<file path="src/rtl/word_serializer_pkg.sv">
// Shared types and constants for the word serializer.
// Optional feature macro: WORD_SERIALIZER_PARITY_EN (appends an even-parity bit to each frame).
package word_serializer_pkg;

    typedef enum logic {IDLE, SHIFT} ser_state_t;

    localparam int SER_DEFAULT_WIDTH = 8;

    // Number of serial bits emitted per accepted word.
    function automatic int ser_frame_len(input int width);
`ifdef WORD_SERIALIZER_PARITY_EN
        return width + 1;
`else
        return width;
`endif
    endfunction

endpackage

</file>
<file path="src/rtl/word_serializer_if.sv">
// Parallel-in handshake plus serial-out stream of the word serializer.
// master = the serializer itself, slave = the environment feeding it and consuming the stream.
interface word_serializer_if
    import word_serializer_pkg::*;
#(
    parameter int WIDTH = SER_DEFAULT_WIDTH
);
    logic [WIDTH-1:0] in_data;
    logic             in_valid;
    logic             in_ready;
    logic             out_bit;
    logic             out_valid;
    logic             out_last;
    logic             busy;

    modport master (
        input  in_data, in_valid,
        output in_ready, out_bit, out_valid, out_last, busy
    );

    modport slave (
        output in_data, in_valid,
        input  in_ready, out_bit, out_valid, out_last, busy
    );
endinterface

</file>
<file path="src/rtl/word_serializer_hold_buf.sv">
// One-entry holding register: write sets full, read clears it.
// Writes and reads never coincide because the top only writes while empty and only reads while full.
module ser_hold_buf
    import word_serializer_pkg::*;
#(
    parameter int WIDTH = SER_DEFAULT_WIDTH
) (
    input  logic             clk,
    input  logic             rst,
    input  logic             i_wr,
    input  logic [WIDTH-1:0] i_wr_data,
    input  logic             i_rd,
    output logic [WIDTH-1:0] o_rd_data,
    output logic             o_full
);
    logic [WIDTH-1:0] r_data;
    logic             r_full;

    always_ff @(posedge clk) begin
        if (rst) begin
            r_full <= 1'b0;
        end else if (i_wr) begin
            r_full <= 1'b1;
        end else if (i_rd) begin
            r_full <= 1'b0;
        end
    end

    // Payload needs no reset: it is only observed while r_full is set.
    always_ff @(posedge clk) begin
        if (i_wr) begin
            r_data <= i_wr_data;
        end
    end

    assign o_rd_data = r_data;
    assign o_full    = r_full;
endmodule

</file>
<file path="src/rtl/word_serializer.sv">
// Parallel-to-serial converter, MSB first, with a one-word hold register for gapless back-to-back frames.
// Optional feature macro: WORD_SERIALIZER_PARITY_EN (even-parity bit after the LSB, FRAME_LEN = WIDTH+1).
module word_serializer
    import word_serializer_pkg::*;
#(
    parameter int WIDTH = SER_DEFAULT_WIDTH
) (
    input  logic                clk,
    input  logic                rst,
    word_serializer_if.master   bus
);
    localparam int FRAME_LEN = ser_frame_len(WIDTH);
    localparam int CNT_W     = $clog2(WIDTH + 1);

    ser_state_t       r_state;
    ser_state_t       w_state_next;
    logic [WIDTH-1:0] r_sreg;
    logic [WIDTH-1:0] w_sreg_next;
    logic [CNT_W-1:0] r_cnt;
    logic [CNT_W-1:0] w_cnt_next;
    logic             r_out_bit;
    logic             r_out_valid;
    logic             r_out_last;
    logic             r_busy;

    logic             w_accept;
    logic             w_last;
    logic             w_load;
    logic [WIDTH-1:0] w_load_data;
    logic             w_hold_wr;
    logic             w_hold_rd;
    logic             w_hold_full;
    logic [WIDTH-1:0] w_hold_data;
    logic             w_bit_next;

    ser_hold_buf #(
        .WIDTH (WIDTH)
    ) u_hold (
        .clk       (clk),
        .rst       (rst),
        .i_wr      (w_hold_wr),
        .i_wr_data (bus.in_data),
        .i_rd      (w_hold_rd),
        .o_rd_data (w_hold_data),
        .o_full    (w_hold_full)
    );

    assign bus.in_ready = !w_hold_full && !rst;
    assign w_accept     = bus.in_valid && bus.in_ready;
    assign w_last       = (r_cnt == CNT_W'(FRAME_LEN - 1));

    always_comb begin
        w_state_next = r_state;
        w_sreg_next  = r_sreg;
        w_cnt_next   = r_cnt;
        w_load       = 1'b0;
        w_load_data  = bus.in_data;
        w_hold_wr    = 1'b0;
        w_hold_rd    = 1'b0;
        case (r_state)
            IDLE: begin
                if (w_accept) begin
                    w_load       = 1'b1;
                    w_state_next = SHIFT;
                end
            end
            SHIFT: begin
                if (!w_last) begin
                    w_sreg_next = r_sreg << 1;
                    w_cnt_next  = r_cnt + CNT_W'(1);
                    w_hold_wr   = w_accept;
                end else if (w_hold_full) begin
                    w_load      = 1'b1;
                    w_load_data = w_hold_data;
                    w_hold_rd   = 1'b1;
                end else if (w_accept) begin
                    // Word offered on the last bit goes straight into the shifter.
                    w_load = 1'b1;
                end else begin
                    w_state_next = IDLE;
                end
            end
        endcase
        if (w_load) begin
            w_sreg_next = w_load_data;
            w_cnt_next  = '0;
        end
    end

`ifdef WORD_SERIALIZER_PARITY_EN
    logic r_parity;
    logic w_parity_next;

    assign w_parity_next = w_load ? ^w_load_data : r_parity;
    // Once all data bits have been shifted out, the parity bit takes the output slot.
    assign w_bit_next    = (w_cnt_next == CNT_W'(WIDTH)) ? w_parity_next : w_sreg_next[WIDTH-1];

    always_ff @(posedge clk) begin
        if (rst) begin
            r_parity <= 1'b0;
        end else begin
            r_parity <= w_parity_next;
        end
    end
`else
    assign w_bit_next = w_sreg_next[WIDTH-1];
`endif

    // Outputs are registered from next-state values so they line up with the state they describe.
    always_ff @(posedge clk) begin
        if (rst) begin
            r_state     <= IDLE;
            r_sreg      <= '0;
            r_cnt       <= '0;
            r_out_bit   <= 1'b0;
            r_out_valid <= 1'b0;
            r_out_last  <= 1'b0;
            r_busy      <= 1'b0;
        end else begin
            r_state     <= w_state_next;
            r_sreg      <= w_sreg_next;
            r_cnt       <= w_cnt_next;
            r_out_bit   <= (w_state_next == SHIFT) ? w_bit_next : 1'b0;
            r_out_valid <= (w_state_next == SHIFT);
            r_out_last  <= (w_state_next == SHIFT) && (w_cnt_next == CNT_W'(FRAME_LEN - 1));
            r_busy      <= (w_state_next == SHIFT) || w_hold_wr || (w_hold_full && !w_hold_rd);
        end
    end

    assign bus.out_bit   = r_out_bit;
    assign bus.out_valid = r_out_valid;
    assign bus.out_last  = r_out_last;
    assign bus.busy      = r_busy;
endmodule

</file>
<file path="src/flat_wrapper.sv">
// flat-port wrapper written by rule: the top's interface ports become plain ports
module word_serializer_flat import word_serializer_pkg::*;
#(
    parameter int WIDTH = SER_DEFAULT_WIDTH
)
  (clk, rst, bus_in_data, bus_in_valid, bus_in_ready, bus_out_bit, bus_out_valid, bus_out_last, bus_busy);
  word_serializer_if #(.WIDTH(WIDTH)) bus_i ();
  input  logic clk;
  input  logic rst;
  input wire logic [$bits(bus_i.in_data)-1:0] bus_in_data;
  input wire logic [$bits(bus_i.in_valid)-1:0] bus_in_valid;
  output wire logic [$bits(bus_i.in_ready)-1:0] bus_in_ready;
  output wire logic [$bits(bus_i.out_bit)-1:0] bus_out_bit;
  output wire logic [$bits(bus_i.out_valid)-1:0] bus_out_valid;
  output wire logic [$bits(bus_i.out_last)-1:0] bus_out_last;
  output wire logic [$bits(bus_i.busy)-1:0] bus_busy;
  assign bus_i.in_data = bus_in_data;
  assign bus_i.in_valid = bus_in_valid;
  assign bus_in_ready = bus_i.in_ready;
  assign bus_out_bit = bus_i.out_bit;
  assign bus_out_valid = bus_i.out_valid;
  assign bus_out_last = bus_i.out_last;
  assign bus_busy = bus_i.busy;
  word_serializer #(.WIDTH(WIDTH)) u_core (.clk(clk), .rst(rst), .bus(bus_i));
endmodule
</file>
<file path="config.mk">
export PLATFORM = sky130hd
export DESIGN_NAME = word_serializer_flat
export DESIGN_NICKNAME = d
export VERILOG_FILES = /design/src/rtl/word_serializer_pkg.sv /design/src/rtl/word_serializer_if.sv /design/src/rtl/word_serializer_hold_buf.sv /design/src/rtl/word_serializer.sv /design/src/flat_wrapper.sv
export SDC_FILE = /design/constraint.sdc
export NUM_CORES = 1
export LEC_CHECK = 0
export CORE_MARGIN = 5
export CORE_UTILIZATION = 40
export CTS_CLUSTER_DIAMETER = 50
export DETAILED_ROUTE_END_ITERATION = 16
export GPL_ROUTABILITY_DRIVEN = 1
export SETUP_SLACK_MARGIN = 0.1
export SKIP_LAST_GASP = 1
export SYNTH_ARGS = -nofsm -noshare
export SYNTH_HDL_FRONTEND = slang
export SYNTH_SLANG_ARGS = --single-unit
</file>
<file path="constraint.sdc">
create_clock -name clk -period 4.32 [get_ports clk]
set_input_delay 0.864 -clock clk [delete_from_list [all_inputs] [get_ports clk]]
set_output_delay 0.864 -clock clk [all_outputs]
set_load 0.02 [all_outputs]
</file>
==> flow_metrics.tcl <==
set metrics [dict create \
    cp-start-kind "input port" \
    num_vias 763 \
    grt_max_degree 19 \
    avgSynthCellArea_sq_um 11.47 \
    min_path_type "reg2reg" \
    worst_clock_skew_ns 0.008155 \
    drt_iter0_markers 7 \
    nets 123 \
    total_power_w 0.0003950 \
    hold_buffers 0 \
    grt_use_met3_pct 2.703 \
    drcViolationCount 0 \
    synth_edf_count 8 \
    worstMarginPinSlew_ns 0.4016 \
    critPathMaxStageDelay_ns 0.61 \
    critical_path_class "in2out" \
    placed_cell_area_sq_um 1244 \
    wirelength_microns 2002 \
    whs_ns 0.5176 \
    hold_viol 0 \
    worst-endpoint-arrival_ns 2.17 \
    yosysWarnings 0 \
    cp-end-kind "primary output" \
    dp_hpwl_microns 1436 \
    synth_flop_cell "dfxtp_1" \
    fin_tns_setup_ns 0 \
    die-area_sq_um 3868 \
    die_w_microns 62.20 \
    clock_latency_ns 0.32 \
    drv_slew 0 \
    layout-drive-gt1-share_pct 11.82 \
    slew_headroom_pct 73.07 \
    synth_common_cells "16 x dfxtp_1, 8 x edfxtp_1, 8 x mux2i_1, 8 x nor2_1, 7 x or3_1" \
    antenna_cells 0 \
    place.gp.congestion 0.7512 \
    use_met2_pct 17.10 \
    firstDrtPassIters 4 \
    post-cts-setup-buffer-count 0 \
    busiest_layer "met2" \
    numPortBuffers 15 \
    syn-num-nets 107 \
    netlist_area_sq_um 1090 \
    status "finished clean" \
    fin_area_sq_um 1270 \
    critPathSlowestCell "clkdlybuf4s50_1" \
    crit_chain "clkdlybuf4s50_1, buf_4, nor2_1, clkdlybuf4s50_1" \
    setup_viol_count_final 0 \
    die_h_microns 62.20 \
    synth_seq_cells 24 \
    cts_buffer_depth 2 \
    p_leak_nw 0.4925 \
    ir_drop_v 0.0001560 \
    fmax_ghz 0.3295 \
    grt_antenna_before_repair 0 \
    fin_crit_sh_pct 70.26 \
    ant_nets 0 \
    start_util_pct 40.57 \
    async_flop_share_pct 0 \
    power_density_nw_per_um2 311.0 \
    grt_pass1_vias 747 \
    yosysMostFrequentCell "dfxtp_1" \
    detail_route.wl_per_cell_microns 14.20 \
    grt_pass1_wl_microns 3553 \
    synthDistinctLibCells 33 \
    period_minus_slack_ns 3.035 \
    synth_top_area_cell "dfxtp_1" \
    rsz0062_at_grt "false" \
    groute.usage.overall_pct 11.09 \
    synth_top_area_share_pct 29.39 \
    cts_resized 0 \
    cts_made_buffers 3 \
    synthCells 95 \
    viasPerCell 5.411 \
    coreArea_sq_um 2686 \
    synthToLayoutAreaGrowth_pct 16.53 \
    num_io_pins 16 \
    clk_pin_slew_worst_paths_ns 0.12 \
    met1_usage_pct 14.89 \
    fill_cells 261 \
    cp_data_required_time_ns 3.46 \
    ys_seq_area_share_pct 51.44 \
    yosys-top-cells-area "dfxtp_1 29%, edfxtp_1 22%, mux2i_1 7.3%" \
    grt-ovfl-total 0 \
    fp-row-count 19 \
    htreeDepth 1 \
    cts_tree "done" \
    cts_root_buf "clkbuf_4" \
    maxCapViolCount 0 \
    path_common_cell "clkdlybuf4s50_1" \
    crit_fanout 18 \
    cts.sinks 24 \
]
[layer usage]
metal  routed length (microns)  part of all wire [%]
met2                       937                    47
met3                        68                   3.4
met4                        27                   1.3
met5                         0                     0
met1                       969                    48
[metrics by stage]
step	utilization, %	setup slack, ns	std cells
finish	47.28	1.285	141
global route	47.28	1.192	141
CTS	47.28	1.274	141
detailed placement	46.30	1.284	137
global placement	46.30	1.290	137
floorplan	-	2.007	95
[worst max-delay path, delay by kind of cell]
kind	cells	cell delay [ns]
buf+inv	3	1.20
simple gates	1	0.10
[state kept, by name, indices dropped and copies added (netlist names)]
register                 flops
u_core.bus.out_bit           1
u_core.u_hold.o_rd_data      8
u_core.u_hold.o_full         1
u_core.r_state               1
u_core.bus.out_last          1
u_core.r_sreg                7
u_core.bus.busy              1
u_core.r_cnt                 4
[area by class of cell]
cell class / instances / area, sq um / area share [%]
sequential: 24 / 560.5 / 44.14
multi-input combinational: 65 / 483.0 / 38.03
timing repair buffer: 16 / 157.7 / 12.41
tap: 31 / 38.79 / 3.054
clock buffer: 3 / 22.52 / 1.773
clock inverter: 1 / 3.754 / 0.2956
inverter: 1 / 3.754 / 0.2956
[layout by cell type, fill, tap and decap left out, drive strengths merged]
master,Yosys,routed
nor3b,2,2
and2,1,1
nand2,4,4
o221ai,6,6
and3b,1,1
a22oi,1,1
nand3b,2,2
or2,1,1
nor3,3,3
or3,7,7
mux2i,8,8
a21oi,5,5
a211oi,2,2
clkinv,0,1
nand4,1,1
and3,2,2
inv,1,1
nor2,9,9
o21ai,1,1
ha,1,1
buf,4,1
clkbuf,1,3
dfxtp,16,16
nand2b,6,6
edfxtp,8,8
clkdlybuf4s50,0,15
a2111oi,2,2
[power by group]
| group | switching (W) | internal, W |
|---|---|---|
| Sequential | 0.00000460 | 0.000242 |
| Combinational | 0.0000243 | 0.0000233 |
| Clock | 0.0000674 | 0.0000339 |
| Total | 0.0000963 | 0.000299 |
[path summary, 6_finish.rpt]
path | endpoint | startpoint | slack [ns] | cells past startpoint
worst max-delay path | bus_in_ready | rst | 1.28 | 4
worst min-delay path | u_core.r_sreg[0] | u_core.r_sreg[0] | 0.52 | 2
worst max register to register | u_core.r_sreg[6] | u_core.r_cnt[0] | 2.32 | 5
worst min register to register | u_core.r_sreg[0] | u_core.r_sreg[0] | 0.52 | 2
[logic make-up after synthesis]
family | count (synthesis) | synth area share (%)
AND/OR/NAND/NOR | 39 | 22.16
flip-flops | 24 | 51.44
AO/OA/AOI/OAI | 17 | 13.66
multiplexers | 8 | 7.348
buffers and inverters | 6 | 4.247
adder cells (fa/ha/maj) | 1 | 1.148
No activity file was read; power rests on OpenSTA's default activity.
